$ cat src/rtl/rv32i_pkg.sv
`default_nettype none
// ============================================================================
//  Module      : rv32i_pkg
//  Description : Constants, helpers and types shared by the RV32I front end.
//                NOP_IR           - canonical no-op (addi x0,x0,0)
//                RESET_PC_DEFAULT - default first fetch address after reset
//                PC_ALIGN_MASK    - clears the byte offset of a PC
//                fetch_state_e    - instruction fetch FSM state type
//  Revision    : 1.0 - initial release
// ============================================================================
package rv32i_pkg;

   localparam logic [31:0] NOP_IR           = 32'h0000_0013;
   localparam logic [31:0] RESET_PC_DEFAULT = 32'h0000_0000;
   localparam logic [31:0] PC_ALIGN_MASK    = 32'hFFFF_FFFC;
   localparam logic [31:0] PC_STEP          = 32'd4;

   typedef enum logic [1:0] {
      FETCH = 2'd0,   // request on the bus, waiting for imem_ready
      WAIT  = 2'd1,   // request accepted, waiting for the response
      HOLD  = 2'd2,   // instruction presented to decode
      DROP  = 2'd3    // response owed for a cancelled request
   } fetch_state_e;

   // Word-aligned version of a byte PC.
   function automatic logic [31:0] pc_align(input logic [31:0] pc_in);
      return pc_in & PC_ALIGN_MASK;
   endfunction

   // Sequential successor; wraps modulo 2^32.
   function automatic logic [31:0] pc_next(input logic [31:0] pc_in);
      return pc_in + PC_STEP;
   endfunction

endpackage : rv32i_pkg
`default_nettype wire

$ cat src/rtl/fetch_buffer.sv
`default_nettype none
// ============================================================================
//  Module      : fetch_buffer
//  Description : Registered output stage of the fetch unit. Holds the word,
//                its PC and the fault flag presented to decode.
//                While empty, ir reads NOP_IR and fetch_fault reads 0.
//  Ports       : clk, rst          - clock, synchronous active-high reset
//                load              - capture load_ir/load_pc/load_fault, set valid
//                consume           - decode took the entry, empty the buffer
//                clear             - discard the entry (redirect)
//                load_ir/pc/fault  - data to capture
//                if_valid, ir, pc, fetch_fault - registered outputs
//  Revision    : 1.0 - initial release
// ============================================================================
module fetch_buffer
   import rv32i_pkg::*;
#(
   parameter logic [31:0] RESET_PC = RESET_PC_DEFAULT
)(
   input  logic        clk,
   input  logic        rst,
   input  logic        load,
   input  logic        consume,
   input  logic        clear,
   input  logic [31:0] load_ir,
   input  logic [31:0] load_pc,
   input  logic        load_fault,
   output logic        if_valid,
   output logic [31:0] ir,
   output logic [31:0] pc,
   output logic        fetch_fault
);

   logic        valid_q, valid_d;
   logic [31:0] ir_q, ir_d;
   logic [31:0] pc_q, pc_d;
   logic        fault_q, fault_d;

   // The controller never asserts load together with consume/clear; load
   // is given priority so a same-cycle fault entry cannot be lost.
   always_comb begin
      valid_d = valid_q;
      ir_d    = ir_q;
      pc_d    = pc_q;
      fault_d = fault_q;
      if (load) begin
         valid_d = 1'b1;
         ir_d    = load_ir;
         pc_d    = load_pc;
         fault_d = load_fault;
      end else if (clear || consume) begin
         // pc keeps its last value; only ir/fault have a defined idle value
         valid_d = 1'b0;
         ir_d    = NOP_IR;
         fault_d = 1'b0;
      end
   end

   always_ff @(posedge clk) begin
      if (rst) begin
         valid_q <= 1'b0;
         ir_q    <= NOP_IR;
         pc_q    <= RESET_PC;
         fault_q <= 1'b0;
      end else begin
         valid_q <= valid_d;
         ir_q    <= ir_d;
         pc_q    <= pc_d;
         fault_q <= fault_d;
      end
   end

   assign if_valid    = valid_q;
   assign ir          = ir_q;
   assign pc          = pc_q;
   assign fetch_fault = fault_q;

endmodule : fetch_buffer
`default_nettype wire

$ cat src/rtl/if_stage.sv
`default_nettype none
// ============================================================================
//  Module      : if_stage
//  Description : RV32I instruction fetch stage. Owns the fetch PC, issues one
//                outstanding word read at a time and hands each instruction
//                to decode over a valid/ready handshake. Redirects cancel
//                in-flight and held work; a cancelled response is absorbed
//                in DROP before the next request goes out.
//  Build macro : IF_MISALIGN_CHECK_EN - when defined, a redirect to a non
//                word-aligned target raises fetch_fault instead of fetching;
//                when undefined, redirect_pc[1:0] is ignored.
//  Ports       : clk, rst                       - clock, sync active-high reset
//                redirect, redirect_pc          - PC redirect from later stages
//                imem_req, imem_addr, imem_ready - request channel
//                imem_rvalid, imem_rdata, imem_err - response channel
//                if_valid, id_ready             - handshake with decode
//                ir, pc, fetch_fault            - instruction presented to decode
//  Revision    : 1.0 - initial release
// ============================================================================
module if_stage
   import rv32i_pkg::*;
#(
   parameter logic [31:0] RESET_PC = RESET_PC_DEFAULT
)(
   input  logic        clk,
   input  logic        rst,
   input  logic        redirect,
   input  logic [31:0] redirect_pc,
   output logic        imem_req,
   output logic [31:0] imem_addr,
   input  logic        imem_ready,
   input  logic        imem_rvalid,
   input  logic [31:0] imem_rdata,
   input  logic        imem_err,
   output logic        if_valid,
   input  logic        id_ready,
   output logic [31:0] ir,
   output logic [31:0] pc,
   output logic        fetch_fault
);

   fetch_state_e state_q, state_d;
   logic [31:0]  fetch_pc_q, fetch_pc_d;

   logic         buf_load;
   logic         buf_consume;
   logic         buf_clear;
   logic [31:0]  buf_ir;
   logic [31:0]  buf_pc;
   logic         buf_fault;
   logic         owed_after;

`ifdef IF_MISALIGN_CHECK_EN
   // A fault entry can be presented while a cancelled response is still
   // owed; this remembers that the response must be absorbed before the
   // next request is issued.
   logic         pend_q, pend_d;
`endif

   // Gated by rst so nothing reaches the bus while reset is held.
   assign imem_req  = (state_q == FETCH) && !rst;
   assign imem_addr = fetch_pc_q;

   // A response is still owed after this edge if a request is accepted now,
   // or one was in flight and its response is not arriving this cycle.
   always_comb begin
      owed_after = ((state_q == FETCH) && imem_ready) ||
                   (((state_q == WAIT) || (state_q == DROP)) && !imem_rvalid);
`ifdef IF_MISALIGN_CHECK_EN
      if ((state_q == HOLD) && pend_q && !imem_rvalid) begin
         owed_after = 1'b1;
      end
`endif
   end

   always_comb begin
      state_d     = state_q;
      fetch_pc_d  = fetch_pc_q;
      buf_load    = 1'b0;
      buf_consume = 1'b0;
      buf_clear   = 1'b0;
      buf_ir      = imem_err ? NOP_IR : imem_rdata;
      buf_pc      = fetch_pc_q;
      buf_fault   = imem_err;
`ifdef IF_MISALIGN_CHECK_EN
      pend_d      = pend_q;
`endif

      case (state_q)
         FETCH: begin
            if (imem_ready) begin
               state_d = WAIT;
            end
         end
         WAIT: begin
            if (imem_rvalid) begin
               buf_load = 1'b1;
               state_d  = HOLD;
            end
         end
         HOLD: begin
`ifdef IF_MISALIGN_CHECK_EN
            if (pend_q && imem_rvalid) begin
               pend_d = 1'b0;
            end
`endif
            if (id_ready) begin
               buf_consume = 1'b1;
               fetch_pc_d  = pc_next(fetch_pc_q);
               state_d     = FETCH;
`ifdef IF_MISALIGN_CHECK_EN
               // Hand the still-owed response over to DROP.
               if (pend_q && !imem_rvalid) begin
                  state_d = DROP;
               end
               pend_d = 1'b0;
`endif
            end
         end
         DROP: begin
            if (imem_rvalid) begin
               state_d = FETCH;
            end
         end
         default: begin
            state_d = FETCH;
         end
      endcase

      // Redirect overrides every other event of the cycle.
      if (redirect) begin
         buf_load    = 1'b0;
         buf_consume = 1'b0;
         buf_clear   = 1'b1;
         fetch_pc_d  = pc_align(redirect_pc);
         state_d     = owed_after ? DROP : FETCH;
`ifdef IF_MISALIGN_CHECK_EN
         pend_d = 1'b0;
         if (redirect_pc[1:0] != 2'b00) begin
            // Present the fault directly; fetch_pc keeps the aligned
            // target so the bus never sees a misaligned address.
            buf_clear = 1'b0;
            buf_load  = 1'b1;
            buf_ir    = NOP_IR;
            buf_pc    = redirect_pc;
            buf_fault = 1'b1;
            state_d   = HOLD;
            pend_d    = owed_after;
         end
`endif
      end
   end

   always_ff @(posedge clk) begin
      if (rst) begin
         state_q    <= FETCH;
         fetch_pc_q <= RESET_PC;
      end else begin
         state_q    <= state_d;
         fetch_pc_q <= fetch_pc_d;
      end
   end

`ifdef IF_MISALIGN_CHECK_EN
   always_ff @(posedge clk) begin
      if (rst) begin
         pend_q <= 1'b0;
      end else begin
         pend_q <= pend_d;
      end
   end
`endif

   fetch_buffer #(
      .RESET_PC (RESET_PC)
   ) u_fetch_buffer (
      .clk         (clk),
      .rst         (rst),
      .load        (buf_load),
      .consume     (buf_consume),
      .clear       (buf_clear),
      .load_ir     (buf_ir),
      .load_pc     (buf_pc),
      .load_fault  (buf_fault),
      .if_valid    (if_valid),
      .ir          (ir),
      .pc          (pc),
      .fetch_fault (fetch_fault)
   );

endmodule : if_stage
`default_nettype wire

$ cat config.mk
export PLATFORM = sky130hd
export DESIGN_NAME = if_stage
export DESIGN_NICKNAME = d
export VERILOG_FILES = /design/src/rtl/rv32i_pkg.sv /design/src/rtl/fetch_buffer.sv /design/src/rtl/if_stage.sv
export SDC_FILE = /design/constraint.sdc
export NUM_CORES = 1
export LEC_CHECK = 0
export CAP_MARGIN = 0
export CORE_UTILIZATION = 39
export CTS_CLUSTER_SIZE = 8
export DETAILED_ROUTE_END_ITERATION = 7
export PLACE_DENSITY = 0.77
export SYNTH_ARGS = -nofsm -noshare
export SYNTH_HDL_FRONTEND = slang
export SYNTH_SLANG_ARGS = --single-unit
$ cat constraint.sdc
create_clock -name clk -period 1.9 [get_ports clk]
set_input_delay 0.19 -clock clk [delete_from_list [all_inputs] [get_ports clk]]
set_output_delay 0.19 -clock clk [all_outputs]
set_load 0.01 [all_outputs]
=== Word level (Yosys, flattened, before mapping) ===
Cells that the tools add are included.

* Logic and storage cells: 54
* Register bits: 100
* Output and inout bits: 99
* Input bits: 71

* Reductions and logical operators: 16
* Muxes and demuxes: 23
* Equal/unequal tests: 7
* Add/sub/neg operators: 1

{| class="wikitable"
|+ Operators by type and width
! kind !! count
|-
| $mux W32 || 6
|-
| $add A32 B3 Y32 const B || 1
|-
| $mux W2 || 6
|-
| $ne A3 B3 Y1 const B || 4
|-
| $mux W1 || 10
|-
| $pmux W2 S4 || 1
|-
| $reduce_bool A2 Y1 || 3
|-
| $eq A2 B2 Y1 const B || 2
|-
| $reduce_and A2 Y1 || 2
|-
| $reduce_and A4 Y1 || 1
|-
| $logic_and A1 B1 Y1 || 3
|-
| $logic_or A1 B1 Y1 || 3
|-
| $eq A2 B1 Y1 const B || 1
|-
| $logic_not A1 Y1 || 2
|-
| $logic_not A2 Y1 || 1
|-
| $reduce_or A2 Y1 || 1
|}

=== Longest topological paths before layout ===
Gate-level depths: netlist (run 1).

* Word-level depth: 6
* Mapped depth: 8
* Depth with buffers taken out: 5

=== Cells and area by module ===
Synthesis (run 1) repeated with hierarchy kept, for this count alone.

* Cell total of the unflattened synthesis: 517
* Area total of the unflattened synthesis: 4594.4 µm²

{| class="wikitable"
|+ By module, submodules not included
! module !! cells an instance !! instances !! area each (µm²) !! sequential area each (µm²)
|-
| fetch_buffer || 255 || 1 || 2512.4 || 1321.3
|-
| if_stage || 262 || 1 || 2082.0 || 640.6
|}

=== Worst setup path after synthesis (run 1) ===
No wires, ideal clock.

* Path type: register to register
* From: register fetch_pc_q[2], in the netlist imem_addr[2]
* To: register fetch_pc_q[24], in the netlist imem_addr[24]
* Setup time: 118 ps
* Path slack: -185 ps
* Arrival time: 1968 ps
* Path buffers: 0
* Stages on the path, launching flop included: 6
* Period minus slack after synthesis: 2085 ps
* Required time: 1782 ps
* Cells stage by stage: dfxtp_1 -> ha_1 -> nand4b_2 -> or4_1 -> or4b_1 -> o2111a_1

* Longest elaborated chain between the ends: 4

{| class="wikitable"
|+ RTL lines
! element !! line !! RTL
|-
| from (decl) || if_stage.sv:43 || <nowiki>logic [31:0] fetch_pc_q, fetch_pc_d;</nowiki>
|-
| from (signal assigned) || if_stage.sv:160 || <nowiki>fetch_pc_q <= fetch_pc_d;</nowiki>
|-
| $add A32 B3 Y32 || rv32i_pkg.sv:32 || <nowiki>return pc_in + PC_STEP;</nowiki>
|-
| $mux W32 || if_stage.sv:107 || <nowiki>if (id_ready) begin</nowiki>
|-
| $mux W32 || if_stage.sv:89 || <nowiki>case (state_q)</nowiki>
|-
| $mux W32 || if_stage.sv:131 || <nowiki>if (redirect) begin</nowiki>
|}

No other way between the ends. The select of a mux whose other input is x is not followed.
A chain may end at the register's enable or synchronous reset.

=== Worst setup path in the final report (run 1) ===
Ends and elaborated chain as after synthesis.

==> results of run 1 <==
-- worst min path at each step --
stage | from | slack [ps] | to
3_5_place_dp | u_fetch_buffer.pc[25] | 450 | u_fetch_buffer.pc[25]
3_3_place_gp | u_fetch_buffer.pc[25] | 440 | u_fetch_buffer.pc[25]
4_1_cts | rst | 80 | u_fetch_buffer.if_valid
5_1_grt | rst | 90 | u_fetch_buffer.if_valid
2_1_floorplan | redirect_pc[2] | 320 | imem_addr[2]
6_report | rst | 80 | u_fetch_buffer.if_valid
-- power by group through the flow --
stage	combinational (mW)	sequential, mW	clock (mW)
2_1_floorplan	0.242	2.20	0
3_3_place_gp	0.638	2.18	0
3_5_place_dp	0.651	2.18	0
4_1_cts	0.659	2.14	1.33
5_1_grt	0.716	2.15	1.42
6_report	0.663	2.14	1.31
-- what timing repair did --
item,CTS,global route
gates cloned,0,0
buffers inserted,1,1
pin swaps,1,3
endpoints found under the setup margin,7,8
hold buffers,0,0
resized for setup,7,12
-- cell type report --
class                   count  area (µm²)
well taps                 136       170.2
inverters                  11       41.29
repair buffers            217        2062
fillers                   877        3814
clock inverters             5       57.56
flip-flops and latches     96        1939
clock buffers               9       123.9
multi-input cells         349        2116
-- kinds of logic after synthesis --
| family | synth area share (%) |
|---|---|
| AO/OA/AOI/OAI | 20.39 |
| XOR/XNOR | 1.892 |
| adder cells (fa/ha/maj) | 0.3003 |
| buffers and inverters | 5.946 |
| flip-flops | 46.13 |
| multiplexers | 0.2703 |
| other | 0.09000 |
| AND/OR/NAND/NOR | 24.99 |
-- per-layer routing --
layer / GRT usage, % / up-vias
met1: 28.77 / 2100
met3: 5.504 / 19
li1: - / 2144
met4: 8.249 / 0
met2: 40.93 / 161
met5: 0 / -
-- cells in the final DEF, fill, tap and decap left out, drive strengths merged, types with 2 or more instances in the layout --
| cell type | netlist | final |
|---|---|---|
| o22ai | 3 | 3 |
| dlygate4sd2 | 0 | 2 |
| a311oi | 3 | 3 |
| a22oi | 30 | 30 |
| nor4b | 2 | 2 |
| conb | 1 | 4 |
| o2111a | 4 | 4 |
| clkdlybuf4s50 | 0 | 160 |
| a21oi | 40 | 40 |
| o31ai | 4 | 4 |
| o21ai | 11 | 11 |
| and4 | 8 | 8 |
| nand2 | 84 | 84 |
| o211ai | 4 | 4 |
| a211oi | 10 | 10 |
| nand2b | 3 | 3 |
| nor4 | 8 | 8 |
| o31a | 2 | 2 |
| buf | 11 | 55 |
| nor2 | 49 | 49 |
| or4 | 5 | 5 |
| nand3 | 11 | 11 |
| a221oi | 3 | 3 |
| xor2 | 2 | 2 |
| a2111oi | 4 | 4 |
| or3 | 5 | 5 |
| dfxtp | 96 | 96 |
| nor3 | 13 | 13 |
| clkbuf | 34 | 9 |
| nand3b | 3 | 3 |
| inv | 11 | 13 |
| xnor2 | 7 | 7 |
| and3 | 3 | 3 |
| nand4 | 10 | 10 |
-- state kept, by name, summed over array words and instances, names as in the netlist --
register,count
state_q,2
u_fetch_buffer.pc,30
u_fetch_buffer.fetch_fault,1
imem_addr,30
u_fetch_buffer.if_valid,1
u_fetch_buffer.ir,32
-- through the flow --
stage / cell area (µm²) / std cells / setup WS (ps) / TNS [ps]
6_report: 6510 / 823 / 30.18 / 0
5_1_grt: 6510 / 823 / -43.56 / -150.2
4_1_cts: 6451 / 822 / 10.87 / 0
3_5_place_dp: 6245 / 807 / -380.8 / -5063
3_3_place_gp: 6245 / 807 / -338.2 / -3786
2_1_floorplan: 4223 / 501 / -5.218 / -5.218
==> run_results.csv, run 1 <==
group,metric,value,unit
sta,skew,9.578,ps
routing,wl_met3,873,µm
synth,synth_common_cells,"96 x dfxtp_1, 84 x nand2_1, 49 x nor2_1",
clocking,ctsHtreeMaxLevel,3,
routing,wl,12990,µm
critical_path,cp-endpoint,"imem_addr[24]",
critical_path,crit_arrival,2120,ps
routing,drtPass1Iterations,4,
routing,met2_length,6596,µm
floorplan,start_util,40.36,%
synth,synth-edff-count,0,
critical_path,critPathRequiredTime,2150,ps
synth,yosys.area.top_type,"dfxtp_1",
global_route,grt_pass1_wl,21460,µm
sta,setup_viol,0,
pwr,seqPwrFrac,52.0,%
clocking,clockRootBuffer,"clkbuf_8",
critical_path,slowest_delay,530,ps
routing,ant_nets,0,
critical_path,worst_r2r_endpoint,"imem_addr[24]",
clocking,cts_tree,"built",
synth,async_flop_share,0,%
synth,synth_top_cells_by_area,"dfxtp_1 46%, nand2_1 7.6%, a22oi_1 5.4%",
routing,wl_per_cell,15.78,µm
routing,via_per_inst,5.375,
critical_path,path_max_fanout,3,
critical_path,r2r-start,"imem_addr[2]",
global_route,grt_pass1_vias,4462,
critical_path,crit_family,"simple AND/OR/NAND/NOR gates",
place,place_congestion,0.8184,
layout,diodes,0,
critical_path,end_kind,"flip-flop",
pwr,p_leak,2.306,nW
pwr,p_switching,1.073,mW
sta,post-route-min-period,1870,ps
floorplan,boundaryPins,170,
floorplan,fp-row-count,37,
synth,yosysWarningCount,0,
critical_path,regToRegSetupSlack,30,ps
place,io_buffers,163,
synth,yosys_most_used_dff,"dfxtp_1",
floorplan,die_y,105.4,µm
synth,ys_seq_elements,96,
layout,nNetsFinal,756,
sta,holdWs,84.08,ps
worst_hold_path,hold_depth,2,
synth,synth_area,4166,µm²
sta,grt_setup_unrepaired,"yes",
critical_path,worst-r2r-cell-count,5,
layout,utilization,63.06,%
sta,worst_slew_pin_slew,506.2,ps
global_route,grt_remaining_overflow,0,
clocking,cts_buffer_depth,2,
synth,synth_most_common_cell,"dfxtp_1",
critical_path,critPathBufInv,0,
pwr,clockPowerShare,31.9,%
sta,hold_viol,0,
run_status,status,"finished clean",
sta,finalMaxSlewViolations,0,
pwr,p_int,3.039,mW
run,max_cap_viol_count,0,
pwr,power_frac_comb,16.1,%
critical_path,startpoint,"imem_addr[2]",
critical_path,crit_chain,"ha_4, nand4b_4, or4_4, or4b_4, o2111a_1",
floorplan,die_area,11100,µm²
layout,area_delta_synth_final,56.25,%
routing,drt-initial-drc-count,198,
clocking,cts_buffers,9,
clocking,path_clk_slew,90,ps
worst_hold_path,hp-class,"primary input to flip-flop",
synth,yosysSeqAreaShare,46.13,%
sta,max_slew_margin,66.22,%
critical_path,crit_cells,5,
pwr,p_per_area,631.6,nW/µm²
floorplan,die_x,105.4,µm
sta,fmax,0.5348,GHz
global_route,grt_max_degree,43,
synth,syn-instance-count,498,
sta,timing.final.crit_share,98.41,%
synth,ys_types,54,
synth,synth_top_area_share,46.13,%
pwr,ir_worst_vdd,0.0004673,V
place,post-dp-hpwl,9472,µm
pwr,finalPower,4.112,mW
layout,drive_gt1_share,14.70,%
global_route,track_usage,23.71,%
routing,wl_met1,5295,µm
critical_path,crit_path_top_delay_cell,"or4_4",
critical_path,critPathLaunchType,"flip-flop",
clocking,cts.sink_count,96,
critical_path,critPathKind,"flip-flop to flip-flop",
synth,syn_avg_cell_area,8.366,µm²
floorplan,core_area,10320,µm²
routing,highest-signal-layer,"met4",
pwr,swShare,26.10,%
global_route,antenna_found_initial,0,
clocking,clkLatencyLatePin,350,ps
routing,drcViolationCount,0,
routing,via_count,4424,
Power figures use the tool's default switching activity.
==> inputs of run 2 (changes only) <==
- CORE_UTILIZATION: 39 -> 35
- GPL_ROUTABILITY_DRIVEN: default -> 0
- PLACE_DENSITY: 0.77 -> 0.7
==> run_results.csv, run 2 (synthesis gave the netlist of run 1 again) <==
group,metric,value,unit
worst_hold_path,hp-class,"primary input to flip-flop",
sta,grt_setup_unrepaired,"yes",
pwr,clockPowerShare,40.0,%
place,io_buffers,163,
layout,num-fill-cells,1047,
routing,ant_nets,0,
pwr,p_per_area,708.3,nW/µm²
global_route,grt_max_degree,44,
run_status,violations,"design-rule violations",
routing,wl_per_cell,15.80,µm
critical_path,critPathKind,"flip-flop to flip-flop",
pwr,p_switching,1.135,mW
floorplan,die_area,12340,µm²
layout,diodes,0,
clocking,clkLatencyLatePin,340,ps
layout,regArea,1937,µm²
sta,skew,6.870,ps
pwr,seqPwrFrac,45.8,%
routing,via_count,4413,
pwr,p_leak,2.343,nW
sta,hold_viol,0,
clocking,cts_tree,"built",
sta,post-route-min-period,1856,ps
pwr,finalPower,4.662,mW
sta,timing.final.crit_share,97.69,%
floorplan,die_y,111.1,µm
routing,drtPass1Iterations,7,
critical_path,crit_path_top_delay_cell,"or4_4",
sta,setup_viol,0,
run_status,status,"finished, violations left",
floorplan,start_util,36.18,%
pwr,ir_worst_vdd,0.0005201,V
critical_path,startpoint,"imem_addr[7]",
clocking,cts.sink_count,96,
pwr,p_int,3.527,mW
pwr,power_frac_comb,14.3,%
run,max_cap_viol_count,0,
clocking,hold_buffers,0,
global_route,grt_pass1_vias,4301,
routing,drt-initial-drc-count,239,
clocking,path_clk_slew,70,ps
layout,multi_input_area,2085,µm²
clocking,clockRootBuffer,"clkbuf_16",
sta,finalMaxSlewViolations,0,
global_route,antenna_found_initial,0,
place,dp.cells,812,
routing,via_per_inst,5.330,
critical_path,worst_r2r_endpoint,"imem_addr[23]",
clocking,ctsHtreeMaxLevel,3,
layout,final_common_cell,"clkdlybuf4s50_1",
critical_path,r2r-start,"imem_addr[7]",
critical_path,crit_arrival,2100,ps
layout,largest_reg_flops,32,
floorplan,fp-row-count,39,
critical_path,slowest_delay,600,ps
sta,worst_slew_pin_slew,532.3,ps
clocking,cts_buffer_depth,2,
critical_path,worst-r2r-cell-count,4,
floorplan,boundaryPins,170,
floorplan,core_area,11520,µm²
layout,utilization,57.15,%
routing,drcViolationCount,18,
floorplan,die_x,111.1,µm
layout,drive_gt1_share,13.58,%
critical_path,regToRegSetupSlack,40,ps
sta,max_slew_margin,64.48,%
clocking,cts_setup_buffers,0,
place,post-dp-hpwl,9504,µm
sta,fmax,0.5387,GHz
clocking,cts_buffers,9,
critical_path,path_max_fanout,9,
layout,area_delta_synth_final,57.96,%
layout,nNetsFinal,752,
critical_path,critPathLaunchType,"flip-flop",
critical_path,end_kind,"flip-flop",
layout,stdcell_count,828,
pwr,swShare,24.34,%
critical_path,critPathRequiredTime,2140,ps
critical_path,cp-endpoint,"imem_addr[23]",
global_route,grt_pass1_wl,21130,µm
critical_path,crit_chain,"nand4_4, or4_4, or3_1, a2111oi_2",
global_route,grt_remaining_overflow,0,
global_route,track_usage,21.12,%
routing,wl,13090,µm
layout,layout_common_cells,"160 x clkdlybuf4s50_1, 88 x dfxtp_1, 84 x nand2_1",
worst_hold_path,min_from,"rst",
[run 2: worst min-delay path by stage]
stage / slack (ps) / depth (start not counted) / endpoint
6_report: 90 / 2 / u_fetch_buffer.if_valid
5_1_grt: 110 / 2 / u_fetch_buffer.if_valid
4_1_cts: 90 / 2 / u_fetch_buffer.if_valid
3_5_place_dp: 450 / 2 / u_fetch_buffer.pc[14]
3_3_place_gp: 440 / 2 / u_fetch_buffer.pc[23]
2_1_floorplan: 320 / 2 / imem_addr[2]
[run 2: power by group through the flow]
stage                     combinational, mW  clock [mW]  sequential, mW
final                                 0.664        1.86            2.13
after global routing                  0.718        1.98            2.14
after global placement                0.647           0            2.18
after CTS                             0.663        1.90            2.13
after floorplan                       0.242           0            2.20
after detailed placement              0.660           0            2.18
[run 2: timing repair]
action	4_1_cts	5_1_grt
pin swaps	0	1
setup endpoints to repair	4	8
gates resized for setup	3	8
[run 2: worst max-delay path, delay by kind of cell (launching register included)]
kind | cells | cell delay, ps
flops | 1 | 350
simple gates | 3 | 1120
compound gates | 1 | 290
[run 2: area by class of cell]
cell class / instances / area share [%]
multi-input combinational: 349 / 31.67
timing repair buffer: 213 / 30.87
sequential: 96 / 29.43
clock buffer: 11 / 3.840
tap: 143 / 2.719
clock inverter: 5 / 0.8365
inverter: 11 / 0.6274
[run 2: metrics by stage]
step           setup slack [ps]  cell area (µm²)  hold slack (ps)  TNS [ps]
6_report                  43.83             6581            92.28         0
5_1_grt                  -51.39             6581            107.1    -131.8
4_1_cts                  -6.513             6548            94.27    -6.513
3_5_place_dp             -403.3             6238            448.5     -6481
3_3_place_gp             -340.3             6238            442.9     -4645
2_1_floorplan            -5.218             4223            324.3    -5.218
[run 2: routing by layer]
metal | routed length (µm) | global-route usage [%] | share of wire, % | up-vias
met1 | 5534 | 24.80 | 42 | 2090
met4 | 157 | 6.306 | 1.2 | 0
met2 | 6389 | 37.27 | 49 | 164
met3 | 1004 | 5.905 | 7.7 | 14
li1 | - | - | - | 2145
met5 | 0 | 0 | 0 | -
